===== src/rtl/uart_pid_ctrl.sv =====
// UART command parser for PID tuning: 5-byte frames write or read the gain and
// setpoint registers, and every frame that completes gets an ACK/NAK or 3-byte read reply.
module uart_pid_ctrl #(
    parameter int unsigned TIMEOUT_CYCLES = 100000
) (
    input  logic        clk_in,
    input  logic        reset,
    input  logic        data_rdy,
    input  logic [7:0]  data,
    input  logic        send_rdy,
    output logic        send,
    output logic [7:0]  send_data,
    input  logic [15:0] pid_out,
    output logic [15:0] kp,
    output logic [15:0] ki,
    output logic [15:0] kd,
    output logic [15:0] setpoint,
    output logic        cfg_upd,
    output logic        busy
);

    localparam int unsigned CW = (TIMEOUT_CYCLES < 1) ? 1 : $clog2(TIMEOUT_CYCLES + 1);
    localparam logic [CW-1:0] TO_MAX = CW'(TIMEOUT_CYCLES);

    localparam logic [7:0] SYNC = 8'hA5;
    localparam logic [7:0] ACK  = 8'h06;
    localparam logic [7:0] NAK  = 8'h15;

    typedef enum logic [3:0] {
        S_IDLE,
        S_ADDR,
        S_DHI,
        S_DLO,
        S_CSUM,
        S_EXEC,
        S_TX_SEND,
        S_TX_WAIT_LO,
        S_TX_WAIT_HI
    } state_t;

    state_t      state_q, state_d;
    logic [7:0]  addr_q, addr_d;
    logic [7:0]  dhi_q, dhi_d;
    logic [7:0]  dlo_q, dlo_d;
    logic [7:0]  csum_q, csum_d;
    logic [15:0] kp_q, kp_d;
    logic [15:0] ki_q, ki_d;
    logic [15:0] kd_q, kd_d;
    logic [15:0] sp_q, sp_d;
    logic [7:0]  q0_q, q0_d;
    logic [7:0]  q1_q, q1_d;
    logic [7:0]  q2_q, q2_d;
    logic [1:0]  q_len_q, q_len_d;
    logic [1:0]  q_idx_q, q_idx_d;
    logic        send_q, send_d;
    logic [7:0]  send_data_q, send_data_d;
    logic        cfg_upd_q, cfg_upd_d;
    logic [CW-1:0] cnt_q, cnt_d;

    logic        in_frame;
    logic        timeout;
    logic        csum_ok;
    logic [15:0] rd_val;
    logic [7:0]  q_byte;

    assign in_frame = (state_q == S_ADDR) || (state_q == S_DHI) ||
                      (state_q == S_DLO)  || (state_q == S_CSUM);
    assign timeout  = (cnt_q >= TO_MAX);
    assign csum_ok  = ((addr_q ^ dhi_q ^ dlo_q) == csum_q);

    always_comb begin
        rd_val = '0;
        case (addr_q)
            8'h81:   rd_val = kp_q;
            8'h82:   rd_val = ki_q;
            8'h83:   rd_val = kd_q;
            8'h84:   rd_val = sp_q;
            8'h85:   rd_val = pid_out;
            default: rd_val = '0;
        endcase
    end

    always_comb begin
        q_byte = q0_q;
        case (q_idx_q)
            2'd1:    q_byte = q1_q;
            2'd2:    q_byte = q2_q;
            default: q_byte = q0_q;
        endcase
    end

    // State register
    always_ff @(posedge clk_in or negedge reset) begin
        if (!reset) state_q <= S_IDLE;
        else        state_q <= state_d;
    end

    // Next-state logic; a byte arriving with the timeout wins over the timeout
    always_comb begin
        state_d = state_q;
        case (state_q)
            S_IDLE:       if (data_rdy && data == SYNC) state_d = S_ADDR;
            S_ADDR:       if (data_rdy) state_d = S_DHI;  else if (timeout) state_d = S_IDLE;
            S_DHI:        if (data_rdy) state_d = S_DLO;  else if (timeout) state_d = S_IDLE;
            S_DLO:        if (data_rdy) state_d = S_CSUM; else if (timeout) state_d = S_IDLE;
            S_CSUM:       if (data_rdy) state_d = S_EXEC; else if (timeout) state_d = S_IDLE;
            S_EXEC:       state_d = S_TX_SEND;
            S_TX_SEND:    if (send_rdy) state_d = S_TX_WAIT_LO;
            S_TX_WAIT_LO: if (!send_rdy) state_d = S_TX_WAIT_HI;
            S_TX_WAIT_HI: if (send_rdy) state_d = (q_idx_q < q_len_q) ? S_TX_SEND : S_IDLE;
            default:      state_d = S_IDLE;
        endcase
    end

    // Output / datapath logic
    always_comb begin
        addr_d      = addr_q;
        dhi_d       = dhi_q;
        dlo_d       = dlo_q;
        csum_d      = csum_q;
        kp_d        = kp_q;
        ki_d        = ki_q;
        kd_d        = kd_q;
        sp_d        = sp_q;
        q0_d        = q0_q;
        q1_d        = q1_q;
        q2_d        = q2_q;
        q_len_d     = q_len_q;
        q_idx_d     = q_idx_q;
        send_d      = 1'b0;
        send_data_d = send_data_q;
        cfg_upd_d   = 1'b0;
        cnt_d       = '0;

        // Counter only runs inside a frame; stops at TO_MAX because the FSM leaves there
        if (in_frame && !data_rdy && !timeout) cnt_d = cnt_q + 1'b1;

        case (state_q)
            S_ADDR: if (data_rdy) addr_d = data;
            S_DHI:  if (data_rdy) dhi_d  = data;
            S_DLO:  if (data_rdy) dlo_d  = data;
            S_CSUM: if (data_rdy) csum_d = data;
            S_EXEC: begin
                q_idx_d = '0;
                q_len_d = 2'd1;
                q0_d    = NAK;
                if (csum_ok) begin
                    case (addr_q)
                        8'h01, 8'h02, 8'h03, 8'h04: begin
                            case (addr_q)
                                8'h01:   kp_d = {dhi_q, dlo_q};
                                8'h02:   ki_d = {dhi_q, dlo_q};
                                8'h03:   kd_d = {dhi_q, dlo_q};
                                default: sp_d = {dhi_q, dlo_q};
                            endcase
                            cfg_upd_d = 1'b1;
                            q0_d      = ACK;
                        end
                        8'h81, 8'h82, 8'h83, 8'h84, 8'h85: begin
                            q0_d    = rd_val[15:8];
                            q1_d    = rd_val[7:0];
                            q2_d    = rd_val[15:8] ^ rd_val[7:0];
                            q_len_d = 2'd3;
                        end
                        default: q0_d = NAK;
                    endcase
                end
            end
            S_TX_SEND: begin
                if (send_rdy) begin
                    send_d      = 1'b1;
                    send_data_d = q_byte;
                    q_idx_d     = q_idx_q + 2'd1;
                end
            end
            default: ;
        endcase
    end

    always_ff @(posedge clk_in or negedge reset) begin
        if (!reset) begin
            addr_q      <= '0;
            dhi_q       <= '0;
            dlo_q       <= '0;
            csum_q      <= '0;
            kp_q        <= '0;
            ki_q        <= '0;
            kd_q        <= '0;
            sp_q        <= '0;
            q0_q        <= '0;
            q1_q        <= '0;
            q2_q        <= '0;
            q_len_q     <= '0;
            q_idx_q     <= '0;
            send_q      <= 1'b0;
            send_data_q <= '0;
            cfg_upd_q   <= 1'b0;
            cnt_q       <= '0;
        end else begin
            addr_q      <= addr_d;
            dhi_q       <= dhi_d;
            dlo_q       <= dlo_d;
            csum_q      <= csum_d;
            kp_q        <= kp_d;
            ki_q        <= ki_d;
            kd_q        <= kd_d;
            sp_q        <= sp_d;
            q0_q        <= q0_d;
            q1_q        <= q1_d;
            q2_q        <= q2_d;
            q_len_q     <= q_len_d;
            q_idx_q     <= q_idx_d;
            send_q      <= send_d;
            send_data_q <= send_data_d;
            cfg_upd_q   <= cfg_upd_d;
            cnt_q       <= cnt_d;
        end
    end

    assign send      = send_q;
    assign send_data = send_data_q;
    assign kp        = kp_q;
    assign ki        = ki_q;
    assign kd        = kd_q;
    assign setpoint  = sp_q;
    assign cfg_upd   = cfg_upd_q;
    assign busy      = (state_q != S_IDLE);

endmodule


===== config.mk =====
export PLATFORM = sky130hd
export DESIGN_NAME = uart_pid_ctrl
export DESIGN_NICKNAME = d
export VERILOG_FILES = /design/src/rtl/uart_pid_ctrl.sv
export SDC_FILE = /design/constraint.sdc
export NUM_CORES = 1
export LEC_CHECK = 0
export ABC_AREA = 0
export CAP_MARGIN = 20
export CORE_ASPECT_RATIO = 1.4
export CORE_UTILIZATION = 59
export DETAILED_ROUTE_END_ITERATION = 8
export PLACE_DENSITY = 0.86
export SETUP_SLACK_MARGIN = 0.5
export SKIP_LAST_GASP = 1
export SLEW_MARGIN = 20
export SYNTH_ARGS = -nofsm -noshare
export SYNTH_HDL_FRONTEND = slang
export SYNTH_SLANG_ARGS = --single-unit

===== constraint.sdc =====
create_clock -name clk_in -period 6.25 [get_ports clk_in]
set_input_delay 1.25 -clock clk_in [delete_from_list [all_inputs] [get_ports clk_in]]
set_output_delay 1.25 -clock clk_in [all_outputs]
set_load 0.1 [all_outputs]

## Word level (Yosys, flattened, before mapping)

Index checks and enable logic that the tools add are counted.

| storage, ports and cells | value |
|---|---|
| memories kept | 0 |
| RAM bits | 0 |
| word-level logic and storage cells | 102 |
| ROM bits | 0 |
| output and inout bits | 75 |
| input port bits | 28 |
| bits in registers | 155 |
| bits in latches | 0 |

| cells by class | value |
|---|---|
| add/sub/neg operators | 2 |
| reductions and logical operators | 26 |
| muxes and demuxes | 25 |
| shift operators | 0 |
| bitwise logic cells | 4 |
| equal/unequal tests | 25 |
| $lt $le $gt $ge | 2 |
| $mul | 0 |
| divide/modulo/power cells | 0 |

Operators by type and width:

| operator | number |
|---|---|
| $pmux 16 s5 | 1 |
| $eq 8x8->1 const B | 6 |
| $mux 4 | 9 |
| $pmux 4 s9 | 1 |
| $pmux 8 s2 | 2 |
| $xor 8x8->8 | 3 |
| $reduce_and 4->1 | 5 |
| $add 17x1->17 const B | 1 |
| $ge 17x17->1 const B | 1 |
| $mux 17 | 1 |
| $eq 4x3->1 const B | 4 |
| $eq 8x2->1 const B | 2 |
| $reduce_and 2->1 | 6 |
| $eq 4x2->1 const B | 2 |
| $eq 8x1->1 const B | 1 |
| $eq 8x3->1 const B | 1 |
| $eq 8x8->1 | 1 |
| $mux 8 | 1 |
| $ne 2x2->1 const B | 4 |
| $mux 2 | 3 |
| $mux 1 | 5 |
| $reduce_or 5->1 | 1 |
| $eq 4x1->1 const B | 1 |
| $eq 4x4->1 const B | 1 |
| other kinds (16) | 21 |

## Logic depth before layout (Yosys ltp)

| logic depth | value |
|---|---|
| depth in word-level cells | 7 |
| mapped depth | 8 |
| gate-level depth less buffers | 6 |

## Least setup slack after synthesis

OpenSTA, ideal clock, no wires.

| timing | value |
|---|---|
| path type | register to output |
| from | register state_q[2] |
| to | output port busy |
| data required time | 5.000 ns |
| path buffers | 1 |
| slack | 3.587 ns |
| arrival | 1.413 ns |
| cell stages (with the launch flop) | 4 |
| path through | dfrtp_1 clkbuf_1 nor2_1 nand2_1 |

| on the way | value |
|---|---|
| word-level cells in the longest chain between the ends | 1 |

Ends and longest elaborated chain:

| element | line | source |
|---|---|---|
| start, declared | 41 | `state_t state_q, state_d;` |
| start signal, assigned | 95 | `else state_q <= state_d;` |
| $reduce_bool 4->1 | 227 | `assign busy = (state_q != S_IDLE);` |
| end, declared | 19 | `output logic busy` |

No other way between the ends.

## Worst setup path after layout

| timing | value |
|---|---|
| from | register state_q[0] |
| to | output port busy |

Same word-level chain as after synthesis.

==> flow_summary.toml <==
[run_status]
status = "complete, no violations"

[global_route]
gr-total-overflow = 0
grt_pass1_vias = 5649
grt_start_max_net_pins = 98
grt_pass1_wl_um = 29950
grt_use_met1 = 0.3465
antenna_found_initial = 0
met2_usage = 0.5243
busiest_layer = "met2"
met3_usage = 0.05728
grt.total_usage = 0.2987

[power]
ir_worst_vdd_v = 0.0003216
power.density_nw_per_um2 = 391.8
leakagePower_nw = 3.999
fin_total_pwr_mw = 3.580

[setup_path]
cp.arrival_ns = 2.56
r2r-start = "addr_q[0]"
timing_worst_setup_path_type = "flop to output pin"
path_max_fanout = 15
required_ns = 5.00
cp-startpoint = "state_q[0]"
cp-end-kind = "output pin"
start_kind = "flop"

[clock_tree]
numCtsBuffers = 17
cts_max_level = 4
cts-root-buf = "clkbuf_16"
numClockSinks = 155
clkLatencyLatePin_ns = 0.42
ctsLongestPathBuffers = 2
cts_resized = 0
cts-hold-fix-buffers = 0
postCtsSetupBuffers = 0
cts_tree = "built"
path_clk_slew_ns = 0.06

[yosys]
async_flop_share = 1.000
synth_ff_type = "dfrtp_1"
avgSynthCellArea_um2 = 11.93
synthesis.nets = 661
syn-cell-area_um2 = 7491
syn_inst = 628
seq_area_frac_synth = 0.5178
ys_types = 54
synth-edff-count = 0
synth_warnings = 0
synth_seq_cells = 155

[routing]
ant_nets = 0
vias = 5508
vias_per_cell = 6.217
firstDrtPassIters = 5
drt_wl_total_um = 19020
post_drt_wl_per_cell_um = 21.47
drc = 0
dr.first_iter.drc_count = 389

[worst_hold_path]
hp-class = "flop to flop"
min_from = "q_len_q[0]"

[sta]
post-route-period-util = 0.6097
tns_ns = 0
tightest_slew_ns = 1.064
min_period_ns = 3.811
hold_viol_final = 0
fmax_ghz = 0.2624
slew_viol_final = 0
rsz0062_at_grt = "false"
fin_skew_ns = 0.007520
final.setup.worst_slack_ns = 2.439
setup_viol = 0
hold_slack_ns = 0.4781
slew-limit-headroom = 0.2877

[floorplan]
io_pins = 103
core_um2 = 12370
initial_utilization = 0.6055
dieWidth_um = 97.23
fp.dieArea_um2 = 13160
die_h_um = 135.3
rows = 48

[place]
place_congestion = 0.8561
place_hpwl_um = 13090
portBuffers = 102
dp_worst_setup_slack_ns = 2.383

[finish]
syn_to_final_growth_pct = 21.98
finalNetCount = 756
layout-drive-gt1-share = 0.2174
antenna_cells = 0
fin_util = 0.7386

[run]
drv_cap = 0
==> metrics by stage <==
stage	cell area, um^2	instances
after floorplan	7491	628
after global placement	8569	853
after detailed placement	8569	853
after CTS	9125	885
after global routing	9138	886
final	9138	886
==> cell usage after synthesis, drive strengths merged (5+ instances only) <==
master / n / area (um^2)
dfrtp: 155 / 3879
mux2: 109 / 1227
nor2: 49 / 183.9
nand2: 35 / 131.4
mux2i: 33 / 330.3
o21ai: 33 / 165.2
xnor2: 27 / 236.5
a21oi: 21 / 105.1
clkbuf: 20 / 75.07
xor2: 20 / 175.2
nand3: 15 / 75.07
inv: 13 / 48.80
buf: 12 / 93.83
a22oi: 9 / 67.56
o22a: 8 / 70.07
o2bb2ai: 8 / 70.07
nand4: 7 / 50.05
ha: 5 / 62.56
nor3: 5 / 36.29
nor4: 5 / 61.31
==> state kept, by name, indices dropped and copies added (netlist names), 16 cells and up <==
register,count
setpoint,16
ki,16
cnt_q,17
kp,16
kd,16
==> area by class of cell <==
class / instances / area (um^2)
well taps: 150 / 187.7
flip-flops and latches: 155 / 3880
fillers: 777 / 3234
clock buffers: 17 / 425.4
inverters: 13 / 48.80
clock inverters: 15 / 130.1
multi-input cells: 428 / 3395
repair buffers: 108 / 1071
==> cell families after synthesis <==
kind of cell | after synthesis | synth area share
flip-flops | 155 | 0.5178
XOR/XNOR | 47 | 0.05495
buffers and inverters | 45 | 0.02906
AO/OA/AOI/OAI | 96 | 0.08151
AND/OR/NAND/NOR | 138 | 0.1004
adder cells (fa/ha/maj) | 5 | 0.008351
multiplexers | 142 | 0.2080
==> worst max-delay path, stage by stage (launching register included) <==
cell,delay [ns]
dfrtp_1,0.63
nor2_1,0.18
nand2_1,0.16
clkdlybuf4s50_1,1.16
==> per-layer routing <==
metal  routed length (um)  vias up
met1                 7146     2788
met5                    0        -
met3                  944       60
met4                  828        0
met2                10100      233
li1                     -     2427
==> power by group <==
part	switching, mW	internal [mW]	total (mW)
Combinational	0.732	0.448	1.18
Sequential	0.270	1.16	1.43
Clock	0.446	0.523	0.969
==> final timing paths <==
check                             end  slack (ns)  cells after the start
min reg2reg                q_len_q[0]        0.48                      1
min in group asynchronous       kd[3]        0.89                      1
max in group asynchronous    cnt_q[0]        4.09                      2
min                        q_len_q[0]        0.48                      1
max reg2reg                    ki[13]        2.77                      5
max                              busy        2.44                      3
==> cell usage in the layout, fill, tap and decap left out, types with 9 or more instances in the layout <==
master / count
o21ai_0: 33
mux2_2: 106
xnor2_1: 27
nor2_1: 49
nand3_1: 15
a21oi_1: 21
nand2_1: 35
dfrtp_1: 154
xor2_1: 20
a22oi_1: 9
clkbuf_16: 17
inv_1: 13
mux2i_1: 33
clkdlybuf4s50_1: 101
(Power assumes the default switching activity.)
